--- config.mk ---
export PLATFORM = sky130hd
export DESIGN_NAME = keypad_scanner
export DESIGN_NICKNAME = d
export VERILOG_FILES = /design/src/rtl/keypad_pkg.sv /design/src/rtl/keypad_seg7_encode.sv /design/src/rtl/keypad_scanner.sv
export SDC_FILE = /design/constraint.sdc
export NUM_CORES = 1
export LEC_CHECK = 0
export CORE_AREA = 2 2 118 120
export CTS_BUF_LIST = sky130_fd_sc_hd__clkbuf_4 sky130_fd_sc_hd__clkbuf_8
export DETAILED_ROUTE_END_ITERATION = 16
export DIE_AREA = 0 0 120 122
export PLACE_DENSITY = 0.58
export SLEW_MARGIN = 5
export SYNTH_ARGS = -nofsm -noshare
export SYNTH_HDL_FRONTEND = slang
export SYNTH_HIERARCHICAL = 1
export SYNTH_SLANG_ARGS = --single-unit
--- constraint.sdc ---
create_clock -name clk -period 8.1 [get_ports clk]
set_clock_uncertainty 0.05 [all_clocks]
set_input_delay 2.025 -clock clk [delete_from_list [all_inputs] [get_ports clk]]
set_output_delay 2.025 -clock clk [all_outputs]
set_load 0.02 [all_outputs]
--- src/rtl/keypad_pkg.sv ---
// Shared types and helpers for the matrix keypad scanner:
// FSM states, 7-seg glyphs, key label map and popcount.
package keypad_pkg;

  typedef enum logic [1:0] {
    DRIVE,
    SAMPLE,
    HOLD,
    EVAL
  } state_t;

  // Active-high gfedcba patterns; the encoder inverts them
  localparam logic [6:0] SEG_0     = 7'h3F;
  localparam logic [6:0] SEG_1     = 7'h06;
  localparam logic [6:0] SEG_2     = 7'h5B;
  localparam logic [6:0] SEG_3     = 7'h4F;
  localparam logic [6:0] SEG_4     = 7'h66;
  localparam logic [6:0] SEG_5     = 7'h6D;
  localparam logic [6:0] SEG_6     = 7'h7D;
  localparam logic [6:0] SEG_7     = 7'h07;
  localparam logic [6:0] SEG_8     = 7'h7F;
  localparam logic [6:0] SEG_9     = 7'h6F;
  localparam logic [6:0] SEG_A     = 7'h77;
  localparam logic [6:0] SEG_B     = 7'h7C;
  localparam logic [6:0] SEG_C     = 7'h39;
  localparam logic [6:0] SEG_D     = 7'h5E;
  localparam logic [6:0] SEG_E     = 7'h79;
  localparam logic [6:0] SEG_F     = 7'h71;
  localparam logic [6:0] SEG_BLANK = 7'h00;
  localparam logic [6:0] SEG_DASH  = 7'h40;

  function automatic logic [3:0] key_label(
    input logic [3:0] idx
  );
    return idx;
  endfunction

  function automatic logic [1:0] popcnt_sat2(
    input logic [63:0] v
  );
    logic [1:0] n;
    n = 2'd0;
    for (int i = 0; i < 64; i++) begin
      if (v[i] && n != 2'd2) n = n + 2'd1;
    end
    return n;
  endfunction

endpackage

--- src/rtl/keypad_seg7_encode.sv ---
// Key code to two active-low 7-seg digits (dp off).
// Codes 0-9 on the low digit, A-F on the high digit, "--" above 15.
module keypad_seg7_encode
  import keypad_pkg::*;
#(
  parameter int KW = 4
) (
  input  logic [KW-1:0] code_i,
  output logic [15:0]   seg_o
);

  logic [7:0] code_w;
  logic [3:0] lbl;
  logic [6:0] glyph;
  logic [6:0] hi;
  logic [6:0] lo;

  always_comb begin
    code_w = 8'(code_i);
    lbl    = key_label(code_w[3:0]);
    unique case (lbl)
      4'h0: glyph = SEG_0;
      4'h1: glyph = SEG_1;
      4'h2: glyph = SEG_2;
      4'h3: glyph = SEG_3;
      4'h4: glyph = SEG_4;
      4'h5: glyph = SEG_5;
      4'h6: glyph = SEG_6;
      4'h7: glyph = SEG_7;
      4'h8: glyph = SEG_8;
      4'h9: glyph = SEG_9;
      4'hA: glyph = SEG_A;
      4'hB: glyph = SEG_B;
      4'hC: glyph = SEG_C;
      4'hD: glyph = SEG_D;
      4'hE: glyph = SEG_E;
      4'hF: glyph = SEG_F;
    endcase
    hi = SEG_BLANK;
    lo = SEG_BLANK;
    if (code_w > 8'd15) begin
      hi = SEG_DASH;
      lo = SEG_DASH;
    end else if (lbl > 4'd9) begin
      hi = glyph;
    end else begin
      lo = glyph;
    end
    seg_o = ~{1'b0, hi, 1'b0, lo};
  end

endmodule

--- src/rtl/keypad_scanner.sv ---
// Parametrised matrix keypad scanner with frame debounce and strobes.
// Define KEYPAD_SCANNER_SEG_EN to add the registered seg_o display port.
module keypad_scanner
  import keypad_pkg::*;
#(
  parameter int N_ROWS         = 4,
  parameter int N_COLS         = 4,
  parameter int COL_CYCLES     = 50000,
  parameter int SETTLE_CYCLES  = 8,
  parameter int DEBOUNCE_SCANS = 3,
  localparam int NK            = N_ROWS * N_COLS,
  localparam int KW            = $clog2(NK)
) (
  input  logic              clk,
  input  logic              rst_n,
  input  logic [N_ROWS-1:0] row_i,
  output logic [N_COLS-1:0] col_o,
  output logic [KW-1:0]     key_code_o,
  output logic              key_valid_o,
  output logic              key_press_o,
  output logic              key_release_o,
  output logic              multi_key_o,
  output logic              frame_done_o
`ifdef KEYPAD_SCANNER_SEG_EN
  ,
  output logic [15:0]       seg_o
`endif
);

  localparam int SCW = $clog2(COL_CYCLES);
  localparam int CIW = (N_COLS > 1) ? $clog2(N_COLS) : 1;
  localparam logic [3:0] DEB = 4'(DEBOUNCE_SCANS);
  localparam logic [N_COLS-1:0] COL0 = N_COLS'(1);

  logic [1:0]        rst_q;
  logic              rst_int_n;
  logic [N_ROWS-1:0] row_meta_q;
  logic [N_ROWS-1:0] row_sync_q;

  state_t            state_q;
  logic              run_q;
  logic [SCW-1:0]    cnt_q;
  logic [CIW-1:0]    col_q;
  logic [N_COLS-1:0] col_o_q;
  logic [NK-1:0]     frame_q;
  logic [NK-1:0]     frame_d;
  logic [NK-1:0]     prev_q;
  logic [NK-1:0]     committed_q;
  logic [3:0]        stable_q;
  logic [3:0]        stable_d;
  logic [KW-1:0]     code_q;
  logic              valid_q;
  logic              press_q;
  logic              release_q;
  logic              multi_q;
  logic              done_q;

  logic              same;
  logic              commit;
  logic [1:0]        pc;
  logic [KW-1:0]     idx;

  // Async assert, synchronous release of the internal reset
  always_ff @(posedge clk or negedge rst_n) begin
    if (!rst_n) rst_q <= 2'b00;
    else        rst_q <= {rst_q[0], 1'b1};
  end

  assign rst_int_n = rst_q[1];

  always_ff @(posedge clk or negedge rst_int_n) begin
    if (!rst_int_n) begin
      row_meta_q <= '1;
      row_sync_q <= '1;
    end else begin
      row_meta_q <= row_i;
      row_sync_q <= row_meta_q;
    end
  end

  always_comb begin
    frame_d = frame_q;
    if (state_q == SAMPLE) begin
      for (int r = 0; r < N_ROWS; r++) begin
        for (int c = 0; c < N_COLS; c++) begin
          if (c == int'(col_q)) frame_d[r*N_COLS+c] = ~row_sync_q[r];
        end
      end
    end
  end

  always_comb begin
    pc  = popcnt_sat2(64'(frame_q));
    idx = '0;
    for (int i = 0; i < NK; i++) begin
      if (frame_q[i]) idx = KW'(i);
    end
    same = (frame_q == prev_q);
    if (!same)              stable_d = 4'd1;
    else if (stable_q == DEB) stable_d = stable_q;
    else                    stable_d = stable_q + 4'd1;
    // Commit only on the frame where the count first hits the target
    commit = (stable_d == DEB) && (!same || stable_q != DEB);
  end

  always_ff @(posedge clk or negedge rst_int_n) begin
    if (!rst_int_n) begin
      state_q     <= DRIVE;
      run_q       <= 1'b0;
      cnt_q       <= '0;
      col_q       <= '0;
      col_o_q     <= '1;
      frame_q     <= '0;
      prev_q      <= '0;
      committed_q <= '0;
      stable_q    <= '0;
      code_q      <= '0;
      valid_q     <= 1'b0;
      press_q     <= 1'b0;
      release_q   <= 1'b0;
      multi_q     <= 1'b0;
      done_q      <= 1'b0;
    end else begin
      press_q   <= 1'b0;
      release_q <= 1'b0;
      done_q    <= 1'b0;
      frame_q   <= frame_d;
      if (!run_q) begin
        run_q   <= 1'b1;
        state_q <= DRIVE;
        cnt_q   <= '0;
        col_q   <= '0;
        col_o_q <= ~COL0;
      end else begin
        unique case (state_q)
          DRIVE: begin
            cnt_q <= cnt_q + SCW'(1);
            if (cnt_q == SCW'(SETTLE_CYCLES - 1)) state_q <= SAMPLE;
          end
          SAMPLE: begin
            cnt_q   <= cnt_q + SCW'(1);
            state_q <= HOLD;
          end
          HOLD: begin
            if (cnt_q == SCW'(COL_CYCLES - 1)) begin
              cnt_q <= '0;
              if (col_q == CIW'(N_COLS - 1)) begin
                state_q <= EVAL;
                col_o_q <= '1;
                done_q  <= 1'b1;
              end else begin
                state_q <= DRIVE;
                col_q   <= col_q + CIW'(1);
                col_o_q <= ~(COL0 << (col_q + CIW'(1)));
              end
            end else begin
              cnt_q <= cnt_q + SCW'(1);
            end
          end
          EVAL: begin
            state_q  <= DRIVE;
            cnt_q    <= '0;
            col_q    <= '0;
            col_o_q  <= ~COL0;
            stable_q <= stable_d;
            if (!same) prev_q <= frame_q;
            if (commit) begin
              committed_q <= frame_q;
              unique case (pc)
                2'd0: begin
                  valid_q   <= 1'b0;
                  multi_q   <= 1'b0;
                  release_q <= valid_q;
                end
                2'd1: begin
                  code_q  <= idx;
                  valid_q <= 1'b1;
                  multi_q <= 1'b0;
                  press_q <= !valid_q || (committed_q != frame_q);
                end
                default: begin
                  multi_q   <= 1'b1;
                  valid_q   <= 1'b0;
                  release_q <= valid_q;
                end
              endcase
            end
          end
        endcase
      end
    end
  end

  assign col_o         = col_o_q;
  assign key_code_o    = code_q;
  assign key_valid_o   = valid_q;
  assign key_press_o   = press_q;
  assign key_release_o = release_q;
  assign multi_key_o   = multi_q;
  assign frame_done_o  = done_q;

`ifdef KEYPAD_SCANNER_SEG_EN
  logic [15:0] seg_q;
  logic [15:0] seg_w;

  keypad_seg7_encode #(
    .KW(KW)
  ) u_seg (
    .code_i(idx),
    .seg_o (seg_w)
  );

  always_ff @(posedge clk or negedge rst_int_n) begin
    if (!rst_int_n) begin
      seg_q <= 16'hFFFF;
    end else if (run_q && state_q == EVAL && commit) begin
      seg_q <= (pc == 2'd1) ? seg_w : 16'hFFFF;
    end
  end

  assign seg_o = seg_q;
`endif

endmodule

Word-level counts from Yosys, hierarchy flattened
Index checks and enable logic that the tools add are counted.
{"block": "totals", "output_inout_bits": 13, "word_cells": 179, "register_bits": 96, "inputBits": 6}
{"block": "classes", "reduce_logical": 36, "n_shift": 1, "eq_ne": 34, "muxes": 63, "n_addsub": 18, "bitwise": 6}
{"op": "$mux 4", "n": 19}
{"op": "$pmux 16 s3", "n": 1}
{"op": "$mux 2", "n": 22}
{"op": "$mux 16", "n": 2}
{"op": "$add 2x1->2 const B", "n": 15}
{"op": "$ne 2x2->1 const B", "n": 14}
{"op": "$add 16x1->16 const B", "n": 1}
{"op": "$eq 16x16->1", "n": 1}
{"op": "$eq 16x16->1 const B", "n": 1}
{"op": "$eq 16x3->1 const B", "n": 1}
{"op": "$logic_and 1x1->1", "n": 16}
{"op": "$mux 1", "n": 16}
{"op": "$ne 16x16->1", "n": 1}
{"op": "$reduce_and 2->1", "n": 7}
{"op": "$ne 3x3->1 const B", "n": 3}
{"op": "$reduce_and 3->1", "n": 3}
{"op": "$eq 4x2->1 const B", "n": 2}
{"op": "$pmux 2 s4", "n": 1}
{"op": "$pmux 4 s2", "n": 1}
{"op": "$eq 2x2->1 const B", "n": 3}
{"op": "$logic_not 2->1", "n": 3}
{"op": "$not 1->1", "n": 5}
{"op": "$add 4x1->4 const B", "n": 1}
{"op": "$eq 2x1->1 const B", "n": 2}
{"op": "13 further kinds", "n": 17}

Longest topological paths before layout
Gate-level depths: netlist of run 1.
{"block": "depth", "word_depth": 51, "mapped_depth": 70, "depth_no_buf": 67}

Worst setup path before layout of run 1
OpenSTA, ideal clock, no wires.
{"block": "synth_path", "path_type": "reg2reg", "from": "register frame_q[1]", "to": "register code_q[0] (netlist: key_code_o[0])", "n_path_buf": 3, "synth_period_minus_slack_ps": 12598, "required_time_ps": 7925, "setup_time_ps": 125, "t_arrival_ps": 12423, "setup_slack_ps": -4498, "path_stages_with_launch": 67, "cell_sequence": "dfrtp_1 > clkbuf_1 > inv_1 > ha_1 > xor2_1 > ha_1 > nor2b_1 > xor3_2 > ha_1 > nand2b_1 > a21bo_2 > o22ai_1 > ha_1 > and2b_1 > o21ba_2 > o21ai_0 > a21boi_0 > ha_1 > [... 31 more ...] > nand2b_1 > xnor2_1 > xnor2_1 > xnor3_2 > inv_1 > ha_1 > nor2b_1 > or3_1 > o21ai_0 > a31oi_1 > inv_1 > ha_1 > nor2b_1 > and2_1 > nand2_1 > or3_4 > o2111ai_4 > mux2_4"}
{"block": "synth_via", "elab_chain_cells": 46, "word_cells_on_any_way": 81, "classes_between": "add/sub: 14; eq/ne: 17; mux: 31; reduce/logical: 19"}
{"element": "start, declared", "line": "keypad_scanner.sv:45", "text": "logic [NK-1:0] frame_q;"}
{"element": "start signal, assigned", "line": "keypad_scanner.sv:127", "text": "frame_q <= frame_d;"}
{"element": "branches (longest 46 deep; another with $add 2x1->2)"}
{"element": "end signal, assigned", "line": "keypad_scanner.sv:176", "text": "code_q <= idx;"}
{"element": "end, declared", "line": "keypad_scanner.sv:51", "text": "logic [KW-1:0] code_q;"}
Parallel ways; which one is timed is not known.
A chain may end at the register's enable or synchronous reset.

Worst setup path in the final report of run 1
Same ends and word-level chain as after synthesis.

==> impl_metrics.toml, run 1 <==
[final_layout]
n_fill_cell = 1214
stdcell_area_um2 = 6710
mostFrequentLayoutCell = "dfrtp_1"
final_nets = 600
multi_input_area_um2 = 3040
layoutNonFillerInstCount = 755
n_antenna_cell = 0
area_growth_pct = 29.1
drive_above_1_share = 0.365
register_area_um2 = 2420
mostFrequentLayoutCells = "dfrtp_1, buf_4, nand2_1"
final_util = 0.497

[setup_path]
regToRegStartpoint = "frame_q[1]"
r2r_cells = 60
reg2reg_slack_ns = -2.77
start_kind = "flip-flop"
crit_required_ns = 8.30
crit_start = "frame_q[1]"
critPathKind = "flip-flop to flip-flop"
endpoint = "key_code_o[0]"
cp.arrival_ns = 11.07
critPathMaxStageDelay_ns = 0.47
critPathCaptureType = "flip-flop"
critPathSlowestCell = "dfrtp_2"
cp_max_fo = 5
r2r-end = "key_code_o[0]"

[power]
powerDensity_nw_per_um2 = 161
vdd.ir_drop.worst_v = 0.0000936
p_leak_uw = 0.00312

[clocking]
cts_buffers = 9
cts_tree = "yes"
root_buffer = "clkbuf_8"
clk_path_buf_depth = 2
clk_pin_slew_ns = 0.10
hold_buffers = 0
cts_sinks = 96
clk_latency_ns = 0.35
cts.htree.levels = 3

[drt]
wire_per_inst_um = 14.7
wl_um = 11100
vias = 3710
ant_nets = 0
drt-initial-drc-count = 100
drc = 0
avgViaCountPerCell = 4.91
drt_first_pass_iters = 4

[placement]
place_area_um2 = 6160
dp_hpwl_um = 7880
port_buffers = 18
dpl_worst_slack_ns = -3.08
routabilityCongestion = 0.800
post-place-cells = 718

[sta]
clock.fmax_ghz = 0.0920
rsz0062_at_grt = "yes"
finalMaxSlewViolations = 0
fin_tns_setup_ns = -20.86
finalHoldViolations = 0
setup_viol = 8
worst_slack_ns = -2.77
slew_headroom = 0.586
period_needed_ns = 10.87
worst_slew_pin_slew_ns = 0.621
fin_crit_sh = 1.34

[grt]
grt_util_all_layers = 0.158
antenna_found_initial = 0
grt-ovfl-total = 0
grt_pass1_wl_um = 18600
grt_max_degree = 49
grt_pass1_vias = 3869

[status]
violations = "setup timing"
status = "complete, but fails checks"

[synthesis]
synth-edff-count = 0
postSynthCellCount = 487
synth_ff_type = "dfrtp_1"
ys_ff_latch = 96
async_flop_share = 1.00
yosysTopAreaCell = "dfrtp_1"
ys_seq_area_frac = 0.465
synth_top_area_frac = 0.404
ys.warnings.count = 6
synthTopCellsByArea = "dfrtp_1, mux2_2, dfstp_2"
synth.distinct_cells = 55
syn_area_per_cell_um2 = 10.7
synth_area_um2 = 5200

[worst_hold_path]
hold_path_class = "flip-flop to asynchronous set/reset pin"

[die]
core_um2 = 13500
die_h_um = 122
ios = 19
initial_core_util = 0.385
die_x_um = 120
std_cell_rows = 43
die_area_um2 = 14600

[flow_run]
maxCapViolCount = 0
==> worst max-delay path, delay by kind of cell (launching register included) <==
family          cells  cell delay [ns]
flops               1             0.47
mux                 3             0.85
buf+inv             7             0.72
fa+ha+maj          14             2.32
compound gates     11             1.76
xor+xnor            8             1.81
simple gates       17             2.76
==> worst min-delay path by stage <==
stage / from / end / slack, ns / cells after the start
after floorplan: rst_q[0] / rst_q[1] / 0.28 / 0
after global placement: rst_q[0] / rst_q[1] / 0.29 / 0
after detailed placement: rst_q[0] / rst_q[1] / 0.29 / 0
after CTS: row_meta_q[1] / row_sync_q[1] / 0.31 / 0
after global routing: row_meta_q[1] / row_sync_q[1] / 0.31 / 0
final: rst_q[1] / cnt_q[5] / 0.29 / 0
==> sequential cells by signal, summed over array words and instances, names as in the netlist <==
| signal | flops |
|---|---|
| key_press_o | 1 |
| key_code_o | 4 |
| state_q | 2 |
| row_meta_q | 4 |
| stable_q | 4 |
| prev_q | 16 |
| run_q | 1 |
| row_sync_q | 4 |
| cnt_q | 16 |
| col_q | 2 |
| col_o | 4 |
| key_valid_o | 1 |
| multi_key_o | 1 |
| rst_q | 2 |
| key_release_o | 1 |
| committed_q | 16 |
| frame_done_o | 1 |
| frame_q | 16 |
==> cell families after synthesis <==
group	share of synthesized area
xor+xnor	0.119
mux	0.0869
compound gates	0.0797
flops	0.465
other cells	0.000721
simple gates	0.163
buf+inv	0.0277
fa+ha+maj	0.0578
==> area by class of cell <==
class                           instances  area share
Multi-Input combinational cell        356       0.453
Clock inverter                          5     0.00951
Timing Repair Buffer                   94       0.114
Inverter                               13     0.00764
Clock buffer                           11      0.0216
Sequential cell                        96       0.361
Tap cell                              180      0.0336
==> cell usage after synthesis (2+ instances only) <==
library cell / count
nor2_1: 35
or3_1: 2
nand2_1: 40
nor3_1: 7
xnor2_1: 30
xnor3_2: 3
clkbuf_1: 18
and2_1: 2
a21o_1: 3
nand2b_1: 12
ha_1: 24
a21boi_0: 4
a21oi_1: 13
and4_1: 3
buf_1: 3
nor3b_1: 2
dfstp_2: 12
a311oi_1: 2
a211oi_1: 2
mux2i_1: 2
a31oi_1: 2
nor2b_1: 11
or3b_2: 2
nand3_1: 13
o21ai_0: 24
inv_1: 13
dfrtp_1: 84
xor2_1: 28
o21bai_1: 3
nand4_1: 9
nor4_1: 10
mux2_2: 33
or4_1: 2
mux2_4: 4
o31ai_1: 2
and3_1: 9
==> report_power, final <==
part           total, µW  switching, µW  internal (µW)  leakage [µW]
logic                260            116            144       0.00173
clock network        322            165            157      0.000104
registers            501           12.9            488       0.00128
total               1080            294            789       0.00312
==> per-layer routing <==
metal / track usage / wire length (µm)
met5: 0 / 0
met4: 0.0338 / 52
met3: 0.0276 / 214
met2: 0.285 / 5870
met1: 0.198 / 4990
==> per-stage QoR <==
step | power [µW] | hold WS (ns)
2_1_floorplan | 643 | 0.281
3_3_place_gp | 712 | 0.294
3_5_place_dp | 720 | 0.292
4_1_cts | 1070 | 0.312
5_1_grt | 1140 | 0.313
6_report | 1080 | 0.291
==> repair_timing <==
| item | 4_1_cts | 5_1_grt |
|---|---|---|
| buffers inserted | 10 | 11 |
| endpoints found under the setup margin | 8 | 8 |
| pin swaps | 18 | 6 |
| gates resized for setup | 17 | 15 |
Note: power is estimated with default switching activity, not from simulation.
==> run 2: changes to the inputs <==
- GPL_TIMING_DRIVEN: unset -> 0
==> impl_metrics.toml, run 2 (synthesis results as in run 1) <==
[final_layout]
stdcell_area_um2 = 6750
area_growth_pct = 29.9
drive_above_1_share = 0.339
final_util = 0.500
final_nets = 594
n_antenna_cell = 0
mostFrequentLayoutCell = "dfrtp_1"
mostFrequentLayoutCells = "dfrtp_1, buf_4, nand2_1"

[sta]
fin_crit_sh = 1.38
worst_slew_pin_slew_ns = 0.670
period_needed_ns = 11.19
finalMaxSlewViolations = 0
worst_slack_ns = -3.09
finalHoldViolations = 0
slew_headroom = 0.553
setup_viol = 8
fin_tns_setup_ns = -23.29
holdWs_ns = 0.308
rsz0062_at_grt = "yes"
clock.fmax_ghz = 0.0894

[setup_path]
crit_buf_inv = 6
critPathMaxStageDelay_ns = 0.52
path_common_cell = "ha_4"
crit_required_ns = 8.30
critPathSlowestCell = "or4_4"
critPathCaptureType = "flip-flop"
cp.arrival_ns = 11.39
cp_max_fo = 5
start_kind = "flip-flop"
critPathTopFamily = "simple AND/OR/NAND/NOR gates"
critPathKind = "flip-flop to flip-flop"

[clocking]
clk_pin_slew_ns = 0.09
cts_buffers = 9
cts_sinks = 96
clk_path_buf_depth = 2
cts_tree = "yes"
cts.htree.levels = 3
clk_latency_ns = 0.37
root_buffer = "clkbuf_8"

[placement]
place_area_um2 = 5890
port_buffers = 18
routabilityCongestion = 0.791
dp_hpwl_um = 7530

[die]
core_um2 = 13500
die_area_um2 = 14600
initial_core_util = 0.385
ios = 19
die_x_um = 120
die_h_um = 122
std_cell_rows = 43

[drt]
wire_per_inst_um = 15.0
wl_um = 11200
ant_nets = 0
vias = 3732
avgViaCountPerCell = 4.98
drc = 0
drt-initial-drc-count = 121
drt_first_pass_iters = 4

[power]
p_leak_uw = 0.00308
powerDensity_nw_per_um2 = 168
vdd.ir_drop.worst_v = 0.000168

[grt]
antenna_found_initial = 0
grt-ovfl-total = 0
grt_max_degree = 49
grt_util_all_layers = 0.161
grt_pass1_wl_um = 18500
grt_pass1_vias = 3760

[flow_run]
maxCapViolCount = 0

[status]
status = "complete, but fails checks"
violations = "setup timing"

[worst_hold_path]
hold_path_class = "flip-flop to flip-flop"
## run 2: per-stage QoR
step / worst slack [ns] / power (µW) / cells
floorplan: -3.03 / 643 / 488
global placement: -3.84 / 674 / 686
detailed placement: -4.14 / 683 / 687
CTS: -3.16 / 1120 / 743
global route: -3.57 / 1190 / 749
finish: -3.09 / 1130 / 749
## run 2: final timing paths
| check | slack [ns] | cells after the start | from | endpoint |
|---|---|---|---|---|
| min in group asynchronous | 0.32 | 0 | rst_q[1] | cnt_q[15] |
| min | 0.31 | 0 | rst_q[0] | rst_q[1] |
| max | -3.09 | 62 | frame_q[1] | key_code_o[2] |
| min reg2reg | 0.31 | 0 | rst_q[0] | rst_q[1] |
| max reg2reg | -3.09 | 62 | frame_q[1] | key_code_o[2] |
| max in group asynchronous | 6.10 | 1 | rst_n | rst_q[1] |
## run 2: repair_timing
action | 4_1_cts | 5_1_grt
setup buffers | 40 | 8
hold buffers | 0 | 0
endpoints found under the hold margin | 0 | 0
pin swaps | 19 | 24
cloned | 0 | 0
endpoints found under the setup margin | 8 | 8
gates resized for setup | 29 | 17
## run 2: final cells by class
class | count | area (µm²)
multi-input cells | 356 | 3130
clock buffers | 10 | 138
plain buffers | 21 | 97.6
flip-flops and latches | 96 | 2420
clock inverters | 6 | 114
well taps | 180 | 225
inverters | 13 | 51.3
fillers | 1273 | 6750
repair buffers | 67 | 572
## run 2: power breakdown
group | internal (µW) | switching [µW]
Clock | 215 | 170
Combinational | 133 | 119
Sequential | 488 | 9.49
Total | 835 | 299
## run 2: routing by layer
layer / routed length, µm / global-route usage
met5: 0 / 0
met4: 109 / 0.0390
met3: 209 / 0.0342
met2: 5870 / 0.292
met1: 5010 / 0.194
